### src/rtl/major_state_seq_pkg.sv
// Shared encodings for the major-state sequencer: major/minor state codes
// and the opcode patterns the major decision logic looks for.
package major_state_seq_pkg;

  typedef enum logic [2:0] {
    MJ_F = 3'd0,
    MJ_D = 3'd1,
    MJ_E = 3'd2,
    MJ_B = 3'd3,
    MJ_H = 3'd4
  } major_t;

  typedef enum logic [2:0] {
    MN_T0 = 3'd0,
    MN_TW = 3'd1,
    MN_T1 = 3'd2,
    MN_T2 = 3'd3,
    MN_T3 = 3'd4
  } minor_t;

  // IR[0:1] = 11 : IOT or OPR, both finish in the fetch cycle
  localparam logic [1:0]  OP_IOT_OPR = 2'b11;
  // IR[0:3] patterns for JMP direct / JMP indirect
  localparam logic [3:0]  OP_JMP     = 4'b1010;
  localparam logic [3:0]  OP_JMP_I   = 4'b1011;
  // HLT: group-2 OPR (IR[0:3]=1111) with IR[10:11]=10
  localparam logic [3:0]  HLT_HI     = 4'b1111;
  localparam logic [1:0]  HLT_LO     = 2'b10;
  // IOF blocks interrupt entry at the end of its own fetch
  localparam logic [11:0] IR_IOF     = 12'o6002;

endpackage

### src/rtl/major_state_seq_cycle_timer.sv
// Minor-state timer: T0 gate, stretchable TW, then T1..T3. In halt the TW
// slot is the panel decision point and never waits on memory.
module major_state_seq_cycle_timer
  import major_state_seq_pkg::*;
#(
  parameter int WAIT_CYCLES = 1
) (
  input  logic       clk,
  input  logic       reset,
  input  logic [2:0] major,
  input  logic       single_step,
  input  logic       cont,
  input  logic       trigger,
  input  logic       mem_busy,
  output logic [2:0] minor,
  output logic       t3,
  output logic       halt_hw
);

  localparam int W_EFF = (WAIT_CYCLES < 1) ? 1 : WAIT_CYCLES;
  localparam int CW = $clog2(W_EFF + 1);
  localparam logic [CW-1:0] CNT_LAST = CW'(W_EFF - 1);

  minor_t        minor_q, minor_nxt;
  logic [CW-1:0] cnt;
  logic          in_halt, in_break, major_ok;

  assign in_halt  = (major == MJ_H);
  assign in_break = (major == MJ_B);
  assign major_ok = (major <= MJ_H);

  // Next minor state; an illegal major forces T0 alongside the H recovery
  always_comb begin
    minor_nxt = minor_q;
    if (!major_ok) minor_nxt = MN_T0;
    else begin
      case (minor_q)
        MN_T0: if (in_halt || in_break || !single_step || cont) minor_nxt = MN_TW;
        MN_TW: begin
          if (in_halt) minor_nxt = (trigger && !cont) ? MN_T1 : MN_T0;
          else if (cnt == CNT_LAST && !mem_busy) minor_nxt = MN_T1;
        end
        MN_T1:   minor_nxt = MN_T2;
        MN_T2:   minor_nxt = MN_T3;
        MN_T3:   minor_nxt = MN_T0;
        default: minor_nxt = MN_T0;
      endcase
    end
  end

  // Minor register and TW counter; the counter saturates at the minimum
  // length so mem_busy alone stretches TW beyond it
  always_ff @(posedge clk) begin
    if (!reset) begin
      minor_q <= MN_T0;
      cnt     <= '0;
    end else begin
      minor_q <= minor_nxt;
      if (minor_nxt != MN_TW || in_halt) cnt <= '0;
      else if (minor_q == MN_TW && cnt != CNT_LAST) cnt <= cnt + 1'b1;
    end
  end

  assign minor   = minor_q;
  assign t3      = major_ok && (minor_q == MN_T3);
  assign halt_hw = in_halt && (minor_q == MN_TW);

endmodule

### src/rtl/major_state_seq.sv
// Major-state sequencer: chooses F/D/E/B/H at each T3 (or on panel
// continue in halt) and tracks the interrupt cycle in progress.
module major_state_seq
  import major_state_seq_pkg::*;
#(
  parameter int WAIT_CYCLES = 1,
  parameter bit BREAK_ENA   = 1'b1
) (
  input  logic        clk,
  input  logic        reset,
  input  logic        halt,
  input  logic        single_step,
  input  logic        single_instr,
  input  logic        cont,
  input  logic        trigger,
  input  logic        int_req,
  input  logic        int_ena,
  input  logic        int_inh,
  input  logic        UF,
  input  logic        mem_busy,
  input  logic        brk_req,
  input  logic [0:11] instruction,
  output logic [2:0]  major,
  output logic [2:0]  minor,
  output logic        int_in_prog,
  output logic        brk_ack
);

  major_t major_q, major_nxt, eoi_major;
  logic   iip_nxt, eoi_int, end_instr, no_int, t3, halt_hw;
  logic   op_ends_f, is_hlt, is_iof, is_jmp_i;

  major_state_seq_cycle_timer #(.WAIT_CYCLES(WAIT_CYCLES)) u_cycle_timer (
    .clk         (clk),
    .reset       (reset),
    .major       (major_q),
    .single_step (single_step),
    .cont        (cont),
    .trigger     (trigger),
    .mem_busy    (mem_busy),
    .minor       (minor),
    .t3          (t3),
    .halt_hw     (halt_hw)
  );

  assign op_ends_f = (instruction[0:1] == OP_IOT_OPR) || (instruction[0:3] == OP_JMP);
  assign is_hlt    = (instruction[0:3] == HLT_HI) && (instruction[10:11] == HLT_LO) && !UF;
  assign is_iof    = (instruction == IR_IOF);
  assign is_jmp_i  = (instruction[0:3] == OP_JMP_I);
  // IOF blocks entry at its own fetch; elsewhere an interrupt cycle already
  // under way (E or a break squeezed in after it) blocks re-entry
  assign no_int    = (major_q == MJ_F) ? is_iof : int_in_prog;

  // End-of-instruction choice: halt > break > interrupt > single_instr
  always_comb begin
    eoi_int   = 1'b0;
    eoi_major = MJ_F;
    if (halt) eoi_major = MJ_H;
    else if (brk_req && BREAK_ENA) eoi_major = MJ_B;
    else if (int_req && int_ena && !int_inh && !no_int) begin
      eoi_major = MJ_E;
      eoi_int   = 1'b1;
    end else if (single_instr) eoi_major = MJ_H;
  end

  // Next major state and interrupt-in-progress flag
  always_comb begin
    major_nxt = major_q;
    iip_nxt   = int_in_prog;
    end_instr = 1'b0;
    if (major_q > MJ_H || minor > MN_T3) major_nxt = MJ_H;
    else if (halt_hw && cont) major_nxt = MJ_F;
    else if (t3) begin
      case (major_q)
        MJ_F: begin
          if (op_ends_f) begin
            major_nxt = is_hlt ? MJ_H : eoi_major;
            end_instr = !is_hlt;
          end else major_nxt = instruction[3] ? MJ_D : MJ_E;
        end
        MJ_D: begin
          if (is_jmp_i) begin
            major_nxt = eoi_major;
            end_instr = 1'b1;
          end else major_nxt = MJ_E;
        end
        MJ_E, MJ_B: begin
          major_nxt = eoi_major;
          end_instr = 1'b1;
        end
        default: major_nxt = MJ_H;
      endcase
    end
    if (end_instr && eoi_int) iip_nxt = 1'b1;
    if (major_q == MJ_F && minor == MN_T0) iip_nxt = 1'b0;
  end

  // Major state register
  always_ff @(posedge clk) begin
    if (!reset) begin
      major_q     <= MJ_H;
      int_in_prog <= 1'b0;
    end else begin
      major_q     <= major_nxt;
      int_in_prog <= iip_nxt;
    end
  end

  assign major   = major_q;
  assign brk_ack = BREAK_ENA && (major_q == MJ_B) && t3;

endmodule

### config.mk
export PLATFORM = sky130hd
export DESIGN_NAME = major_state_seq
export DESIGN_NICKNAME = d
export VERILOG_FILES = /design/src/rtl/major_state_seq_pkg.sv /design/src/rtl/major_state_seq_cycle_timer.sv /design/src/rtl/major_state_seq.sv
export SDC_FILE = /design/constraint.sdc
export NUM_CORES = 1
export LEC_CHECK = 0
export BUFFER_PORTS_ARGS = -buffer_cell sky130_fd_sc_hd__buf_2
export CORE_MARGIN = 2
export CORE_UTILIZATION = 40
export CTS_CLUSTER_DIAMETER = 80
export DETAILED_ROUTE_END_ITERATION = 10
export PLACE_DENSITY = 0.74
export SETUP_SLACK_MARGIN = 0.3
export SYNTH_ARGS = -nofsm -noshare
export SYNTH_HDL_FRONTEND = slang
export SYNTH_HIERARCHICAL = 1
export SYNTH_SLANG_ARGS = --single-unit
export TNS_END_PERCENT = 5
### constraint.sdc
create_clock -name clk -period 1.52 [get_ports clk]
set_input_delay 0 -clock clk [delete_from_list [all_inputs] [get_ports clk]]
set_output_delay 0 -clock clk [all_outputs]
set_load 0.05 [all_outputs]
==> impl_metrics.env, run 1 <==
export IMPL_syn_inst=92
export IMPL_cts_sinks=8
export IMPL_grt_usage_pct=21.8
export IMPL_wl_mm=2.53
export IMPL_final_util_pct=73.1
export IMPL_hold_viol=0
export IMPL_crit_path_start_kind="register"
export IMPL_cp_arrival_ps=1920
export IMPL_portBuffers=32
export IMPL_drive_above_1_share_pct=54.5
export IMPL_grt_max_degree=10
export IMPL_yosysSeqAreaShare_pct=23.4
export IMPL_finalSetupViolCount=4
export IMPL_htreeDepth=1
export IMPL_worst_endpoint_required_ps=1710
export IMPL_final_common_cell="buf_2"
export IMPL_slew_headroom_pct=65.3
export IMPL_tightest_slew_ps=517
export IMPL_post_route_period_util_pct=114
export IMPL_worstSetupEndpoint="major[1]"
export IMPL_synth_nets=117
export IMPL_io_pins=33
export IMPL_cts_buffers=3
export IMPL_ys_types=36
export IMPL_clockBufferDepth=2
export IMPL_netlist_area_um2=683
export IMPL_yosysWarnings=6
export IMPL_postRouteAntennaNets=0
export IMPL_fp_coreArea_um2=1560
export IMPL_critPathMaxFanout=5
export IMPL_layout_setup_ws_ps=-214
export IMPL_fp_dieH_um=45.3
export IMPL_endpoint_kind="register"
export IMPL_die_w_um=45.3
export IMPL_rows=14
export IMPL_num_vias=949
export IMPL_regToRegSetupSlack_ps=-210
export IMPL_clock_skew_ps=6.41
export IMPL_dp_hpwl_mm=1.74
export IMPL_fin_cells=159
export IMPL_reg2reg_depth=7
export IMPL_antenna_cells=0
export IMPL_clock_fmax_mhz=577
export IMPL_avgViaCountPerCell=5.97
export IMPL_fillCellCount=119
export IMPL_start_util_pct=43.8
export IMPL_crit_start="major[0]"
export IMPL_violations="negative setup slack"
export IMPL_grt_pass1_wl_mm=3.28
export IMPL_clock_latency_ps=260
export IMPL_drc=0
export IMPL_grt_pass1_vias=788
export IMPL_r2r_end="major[1]"
export IMPL_cap_violations=0
export IMPL_clk_pin_slew_ps=60
export IMPL_synth_seq_cells=8
export IMPL_r2r_start="major[0]"
export IMPL_routedWlPerCell_um=15.9
export IMPL_finalNetCount=169
export IMPL_power_density_nw_per_um2=693
export IMPL_crit_type="reg2reg"
export IMPL_rsz0062_at_grt="yes"
export IMPL_min_path_type="in2reg"
export IMPL_antenna_found_initial=0
export IMPL_drtIter0Drc=56
export IMPL_gp_congestion=0.844
export IMPL_hold_buffers=0
export IMPL_globalRoute_totalOverflow=0
export IMPL_syn_area_per_cell_um2=7.43
export IMPL_cellLeakagePower_nw=0.503
export IMPL_final_cell_mix="buf_2 (31), buf_4 (15), nand2_1 (7), a21oi_1 (7), nor2_1 (6)"
export IMPL_ir_drop_uv=705
export IMPL_post_place_cells=153
export IMPL_finalCriticalPeriod_ps=1730
export IMPL_dieArea_um2=2050
export IMPL_syn2layout_area_growth_pct=66.8
export IMPL_cts_tree="yes"
export IMPL_slew_violations=0
export IMPL_cts_root_buf="clkbuf_4"
export IMPL_outcome="finished, violations left"
export IMPL_first_pass_iters=5
sequential cells by signal (all words and copies together) (netlist names):
signal and count:
u_cycle_timer/cnt 1, u_cycle_timer/minor 3, major 3, int_in_prog 1
timing repair:
item,4_1_cts,5_1_grt
hold endpoints to repair,0,0
setup endpoints to repair,8,8
cloned,0,0
gates resized for setup,8,12
pin swaps,8,15
setup buffers,0,2
power by group:
group | switching (mW) | total [mW] | internal (mW) | leakage [nW]
sequential | 0.0157 | 0.238 | 0.223 | 0.0685
clock | 0.0801 | 0.181 | 0.101 | 0.0150
combinational | 0.207 | 0.370 | 0.163 | 0.420
total | 0.303 | 0.790 | 0.487 | 0.503
cell usage after synthesis (all sizes together):
library cell	instances	share of area, %
a21oi	10	7.3
dfxtp	8	23
nand2	7	3.8
nor2	7	3.8
o21ai	6	4.4
nand2b	5	4.6
nor3	5	4.4
a211oi	3	4.0
and3b	3	3.8
inv	3	1.6
nand3	3	2.2
nor2b	3	2.7
a31oi	2	1.8
and3	2	1.8
clkbuf	2	1.1
nand3b	2	2.2
nor4	2	2.7
o21a	2	2.2
o22ai	2	1.8
or3	2	2.6
or4	2	2.2
a21boi	1	1.1
a21o	1	1.1
a32oi	1	1.3
and2b	1	1.1
nand4b	1	1.3
nor3b	1	2.7
nor4b	1	1.3
o32a	1	1.5
o41ai	1	1.3
or2b	1	1.1
or4b	1	1.5
critical path, cell delays in order, from the launching register on:
cell	delay, ps
dfxtp_4	360
o21ai_2	170
and3_4	220
nand2b_4	60
or3_4	340
a211oi_4	240
o22ai_1	120
a21boi_1	150
per-layer routing:
metal	global-route usage, %	part of all wire, %	vias to the layer above
met4	4.12	0.83	0
met2	34.3	49	56
met5	0	0	-
met3	7.60	8.4	2
li1	-	-	449
met1	29.1	42	442
worst min path at each step:
stage                from           endpoint  slack [ps]  cells after the start
global route        reset        int_in_prog          50                      3
CTS                 reset        int_in_prog          40                      3
detailed placement  reset        int_in_prog         310                      3
global placement    reset        int_in_prog         310                      3
finish              reset        int_in_prog          40                      3
floorplan           reset  u_cycle_timer/cnt         150                      2
layout make-up:
type	instances	area (um2)	share of cell area [%]
multi-input cells	79	601	52.7
repair buffers	49	302	26.5
flip-flops and latches	8	180	15.8
clock buffers	4	26.3	2.31
well taps	16	20.0	1.76
inverters	3	11.3	0.988
through the flow:
step	total power, mW	worst slack [ps]	area [um2]	hold WS, ps	setup TNS [ps]
final	0.790	-214	1140	44.6	-559
after global routing	0.827	-242	1140	49.3	-739
after detailed placement	0.548	-90.3	1000	312	-130
after global placement	0.543	-35.0	1000	305	-36.0
after floorplan	0.417	-84.1	717	154	-189
after CTS	0.742	-107	1060	42.0	-218
logic make-up after synthesis:
logic type / share of synthesized area [%]
compound gates: 27.8
buf+inv: 2.75
simple gates: 46.0
flops: 23.4
Power figures use the tool's default switching activity.
==> run 2, diff against run 1 <==
CORE_UTILIZATION = 39   (was 40)
GPL_TIMING_DRIVEN = 0   (was default)
PLACE_DENSITY = 0.73   (was 0.74)
SYNTH_HIERARCHICAL = default   (was 1)
==> impl_metrics.env, run 2 <==
export IMPL_clock_skew_ps=13.5
export IMPL_clk_pin_slew_ps=70
export IMPL_endpoint_kind="register"
export IMPL_yosysWarnings=0
export IMPL_fp_coreArea_um2=1520
export IMPL_synth_nets=115
export IMPL_portBuffers=32
export IMPL_rows=14
export IMPL_clockBufferDepth=2
export IMPL_gp_congestion=0.785
export IMPL_async_flop_share_pct=0
export IMPL_final_common_cell="buf_2"
export IMPL_critical_path_buf_inv_count=0
export IMPL_final_util_pct=62.9
export IMPL_die_w_um=44.5
export IMPL_globalRoute_totalOverflow=0
export IMPL_rsz0062_at_grt="yes"
export IMPL_path_delay_family="compound AO/OA/AOI/OAI gates"
export IMPL_fillCellCount=147
export IMPL_num_vias=809
export IMPL_slew_headroom_pct=54.3
export IMPL_ir_drop_uv=553
export IMPL_critical_path_slowest_cell="or3_4"
export IMPL_crit_start="major[0]"
export IMPL_reg2reg_depth=4
export IMPL_finalSetupViolCount=1
export IMPL_drc=0
export IMPL_crit_chain="or3_4 -> o31a_1 -> o31a_1 -> o31ai_2"
export IMPL_cp_arrival_ps=1740
export IMPL_final_cell_mix="buf_2 (31), nand2_1 (10), nor2_1 (7), a21oi_1 (6)"
export IMPL_cts_tree="yes"
export IMPL_worstSetupEndpoint="major[2]"
export IMPL_regToRegSetupSlack_ps=-30
export IMPL_routedWlPerCell_um=12.9
export IMPL_cts_root_buf="clkbuf_4"
export IMPL_grt_max_degree=11
export IMPL_first_pass_iters=4
export IMPL_postRouteAntennaNets=0
export IMPL_htreeDepth=1
export IMPL_ys_top_cells_by_area="dfxtp_1 (25%), nand2_1 (5.9%), a21oi_1 (5.5%), nor2_1 (5.3%), a31oi_1 (3.9%)"
export IMPL_wl_mm=1.86
export IMPL_critPathMaxFanout=7
export IMPL_cap_violations=0
export IMPL_antenna_found_initial=0
export IMPL_crit_type="reg2reg"
export IMPL_synth_commonest_cells="nand2_1 (10), nor2_1 (9), dfxtp_1 (8), a21oi_1 (7)"
export IMPL_avgViaCountPerCell=5.62
export IMPL_syn_area_per_cell_um2=7.12
export IMPL_cp_depth=4
export IMPL_syn_inst=90
export IMPL_netlist_area_um2=641
export IMPL_fp_dieH_um=44.5
export IMPL_antenna_cells=0
export IMPL_io_pins=33
export IMPL_finalNetCount=154
export IMPL_synth_most_common_cell="nand2_1"
export IMPL_grt_pass1_wl_mm=2.86
export IMPL_cts_buffers=3
export IMPL_tightest_slew_ps=678
export IMPL_cellLeakagePower_nw=0.414
export IMPL_synth_flop_cell="dfxtp_1"
export IMPL_yosysSeqAreaShare_pct=25.0
export IMPL_clock_latency_ps=270
export IMPL_dieArea_um2=1980
export IMPL_clock_fmax_mhz=644
export IMPL_slew_violations=0
export IMPL_cp_common_cell="o31a_1"
export IMPL_post_route_period_util_pct=102
export IMPL_grt_usage_pct=19.4
export IMPL_hold_buffers=0
export IMPL_layout_setup_ws_ps=-32.4
export IMPL_power_density_nw_per_um2=607
export IMPL_hold_viol=0
export IMPL_finalCriticalPeriod_ps=1550
export IMPL_drive_above_1_share_pct=45.3
export IMPL_syn2layout_area_growth_pct=49.6
export IMPL_r2r_end="major[2]"
export IMPL_synth_top_area_share_pct=25.0
export IMPL_cts_sinks=8
export IMPL_synth_top_area_cell="dfxtp_1"
export IMPL_worst_endpoint_required_ps=1710
export IMPL_crit_path_max_incr_delay_ps=400
export IMPL_violations="negative setup slack"
export IMPL_crit_path_start_kind="register"
export IMPL_r2r_start="major[0]"
export IMPL_min_path_type="in2reg"
export IMPL_start_util_pct=42.0
export IMPL_synth_edff_count=0
export IMPL_dp_hpwl_mm=1.33
export IMPL_grt_pass1_vias=705
export IMPL_synth_seq_cells=8
export IMPL_drtIter0Drc=15
export IMPL_ys_types=35
export IMPL_outcome="finished, violations left"
export IMPL_power_mw=0.582
run 2: worst min path at each step:
stage | start | end | slack, ps | cells after the start
after floorplan | reset | u_cycle_timer.minor[0] | 110 | 2
after CTS | reset | u_cycle_timer.minor[0] | 10 | 3
after global placement | reset | u_cycle_timer.minor[0] | 280 | 3
after global routing | reset | u_cycle_timer.minor[0] | 40 | 3
final | reset | u_cycle_timer.minor[0] | 10 | 3
after detailed placement | reset | u_cycle_timer.minor[0] | 280 | 3
run 2: metal layers:
| metal | track usage, % | routed length, um |
|---|---|---|
| met2 | 34.5 | 912 |
| met1 | 21.6 | 784 |
| met3 | 4.90 | 115 |
| met4 | 8.48 | 44 |
| met5 | 0 | 0 |
run 2: what timing repair did:
action / CTS / global route
buffers inserted: 2 / 0
resized for setup: 15 / 1
cloned: 0 / 0
pin swaps: 10 / 0
setup endpoints to repair: 8 / 8
run 2: final cells by class:
class	instances	area, um2	share of cell area, %
Timing Repair Buffer	34	181	18.9
Buffer	4	43.8	4.57
Clock buffer	4	26.3	2.74
Tap cell	16	20.0	2.09
Inverter	2	7.51	0.783
Multi-Input combinational cell	76	507	52.9
Sequential cell	8	173	18.0
run 2: cell families after synthesis:
| family | synth area share [%] |
|---|---|
| muxes | 1.76 |
| DFF | 25.0 |
| and+or+nand+nor | 36.3 |
| AOI/OAI and AO/OA | 33.2 |
| buffers and inverters | 3.71 |
run 2: report_power, final:
| part | total [mW] | internal (mW) | switching [mW] |
|---|---|---|---|
| registers | 0.221 | 0.214 | 0.00679 |
| logic | 0.175 | 0.0747 | 0.0999 |
| clock network | 0.186 | 0.101 | 0.0852 |
run 2: through the flow:
step	std cells	instance area [um2]	hold slack (ps)	setup TNS, ps	setup slack [ps]
2_1_floorplan	90	667	106	-48.2	-21.2
6_report	144	958	12.5	-32.4	-32.4
5_1_grt	144	958	35.2	-152	-112
3_3_place_gp	138	847	277	-172	-104
4_1_cts	144	952	12.3	-41.9	-41.9
3_5_place_dp	138	847	280	-170	-119
run 2: worst reg2reg max path: stages, from the launching register on:
cell and delay (ps):
dfxtp_4 360, or3_4 400, o31a_1 290, o31a_1 260, o31ai_2 160
==> run 3, diff against run 2 <==
SKIP_LAST_GASP = 1   (was default)
==> impl_metrics.env, run 3 (synthesis gave the netlist of run 2 again) <==
export IMPL_grt_usage_pct=18.8
export IMPL_p_sw_mw=0.183
export IMPL_hold_buffers=0
export IMPL_drc=0
export IMPL_outcome="finished, violations left"
export IMPL_internal_power_mw=0.385
export IMPL_combPwrFrac_pct=28.7
export IMPL_multi_input_area_um2=478
export IMPL_crit_path_start_kind="register"
export IMPL_critical_path_buf_inv_count=1
export IMPL_antenna_cells=0
export IMPL_p_sw_share_pct=32.3
export IMPL_power_density_nw_per_um2=627
export IMPL_crit_chain="or2_2 -> buf_2 -> o31ai_4 -> nand2_1 -> a221oi_1"
export IMPL_globalRoute_totalOverflow=0
export IMPL_ir_drop_uv=550
export IMPL_crit_start="major[1]"
export IMPL_crit_type="reg2reg"
export IMPL_slew_violations=0
export IMPL_drtIter0Drc=16
export IMPL_fillCellCount=148
export IMPL_syn2layout_area_growth_pct=41.6
export IMPL_crit_path_max_incr_delay_ps=370
export IMPL_grt_pass1_vias=695
export IMPL_drive_above_1_share_pct=41.4
export IMPL_p_seq_share_pct=38.9
export IMPL_clockBufferDepth=2
export IMPL_r2r_start="major[1]"
export IMPL_first_pass_iters=4
export IMPL_routedWlPerCell_um=12.2
export IMPL_gp_congestion=0.785
export IMPL_critical_path_slowest_cell="dfxtp_4"
export IMPL_grt_pass1_wl_mm=2.76
export IMPL_power_mw=0.568
export IMPL_dieArea_um2=1980
export IMPL_violations="negative setup slack"
export IMPL_regToRegSetupSlack_ps=-50
export IMPL_layout_setup_ws_ps=-50.0
export IMPL_fp_dieH_um=44.5
export IMPL_slew_headroom_pct=52.6
export IMPL_start_util_pct=42.0
export IMPL_clock_skew_ps=17.4
export IMPL_cts_root_buf="clkbuf_4"
export IMPL_portBuffers=32
export IMPL_whs_ps=17.9
export IMPL_cts_buffers=3
export IMPL_cellLeakagePower_nw=0.404
export IMPL_finalNetCount=154
export IMPL_post_route_period_util_pct=103
export IMPL_tightest_slew_ps=706
export IMPL_num_vias=806
export IMPL_critPathMaxFanout=9
export IMPL_avgViaCountPerCell=5.60
export IMPL_finalCriticalPeriod_ps=1570
export IMPL_path_delay_family="compound AO/OA/AOI/OAI gates"
export IMPL_final_cell_mix="buf_2 (33), nand2_1 (10), nor2_1 (8), a21oi_1 (7)"
export IMPL_dp_hpwl_mm=1.33
export IMPL_endpoint_kind="register"
export IMPL_io_pins=33
export IMPL_finalSetupViolCount=4
export IMPL_grt_max_degree=11
export IMPL_min_path_type="in2reg"
export IMPL_antenna_found_initial=0
export IMPL_hold_viol=0
export IMPL_htreeDepth=1
export IMPL_cp_arrival_ps=1740
export IMPL_rsz0062_at_grt="yes"
export IMPL_rows=14
export IMPL_cap_violations=0
export IMPL_final_common_cell="buf_2"
export IMPL_die_w_um=44.5
export IMPL_wl_mm=1.75
export IMPL_postRouteAntennaNets=0
export IMPL_clkPwrFrac_pct=32.4
export IMPL_hold_start="reset"
export IMPL_cts_tree="yes"
export IMPL_final_cell_area_um2=907
export IMPL_clock_latency_ps=270
export IMPL_regArea_um2=173
export IMPL_clock_fmax_mhz=637
export IMPL_cts_sinks=8
export IMPL_fp_coreArea_um2=1520
export IMPL_place_area_um2=847
export IMPL_clk_pin_slew_ps=70
export IMPL_worst_endpoint_required_ps=1690
-- run 3: power groups by stage --
stage | registers [mW] | clock network [mW] | logic, mW
final | 0.221 | 0.184 | 0.163
after global routing | 0.222 | 0.190 | 0.181
after CTS | 0.221 | 0.187 | 0.163
after detailed placement | 0.226 | 0 | 0.159
after global placement | 0.225 | 0 | 0.156
after floorplan | 0.249 | 0 | 0.0766
-- run 3: stage by stage --
stage	setup TNS (ps)	utilization, %	instances	worst slack (ps)
after detailed placement	-170	55.6	138	-119
after global routing	-547	59.5	144	-111
after global placement	-172	55.6	138	-104
final	-96.0	59.5	144	-50.0
after floorplan	-48.2	-	90	-21.2
after CTS	-105	59.5	144	-42.9
-- run 3: worst reg2reg max path: stages, from the launching register on --
cell      delay (ps)
dfxtp_4          370
or2_2            290
buf_2            180
o31ai_4          280
nand2_1           80
a221oi_1         260
-- run 3: timing repair --
item,CTS,global route
endpoints found under the hold margin,0,0
resized for setup,3,0
setup buffers,2,0
endpoints found under the setup margin,8,8
-- run 3: worst paths after layout --
path / to / depth (start not counted)
worst max-delay path: major[0] / 5
worst min-delay path: u_cycle_timer.minor[0] / 3
worst max register to register: major[0] / 5
worst min register to register: u_cycle_timer.cnt / 2
-- run 3: cell type report --
cell class,count,share of cell area (%)
Sequential cell,8,19.0
Buffer,4,3.03
Tap cell,16,2.21
Inverter,2,0.828
Timing Repair Buffer,34,19.3
Multi-Input combinational cell,76,52.7
Clock buffer,4,2.90
-- run 3: metal layers --
layer  up-vias  wire length [um]  global-route usage [%]
li1        420                 -                       -
met1       341               739                    22.5
met2        40               846                    31.0
met3         5               131                    4.90
met4         0                32                    8.48
met5         -                 0                       0
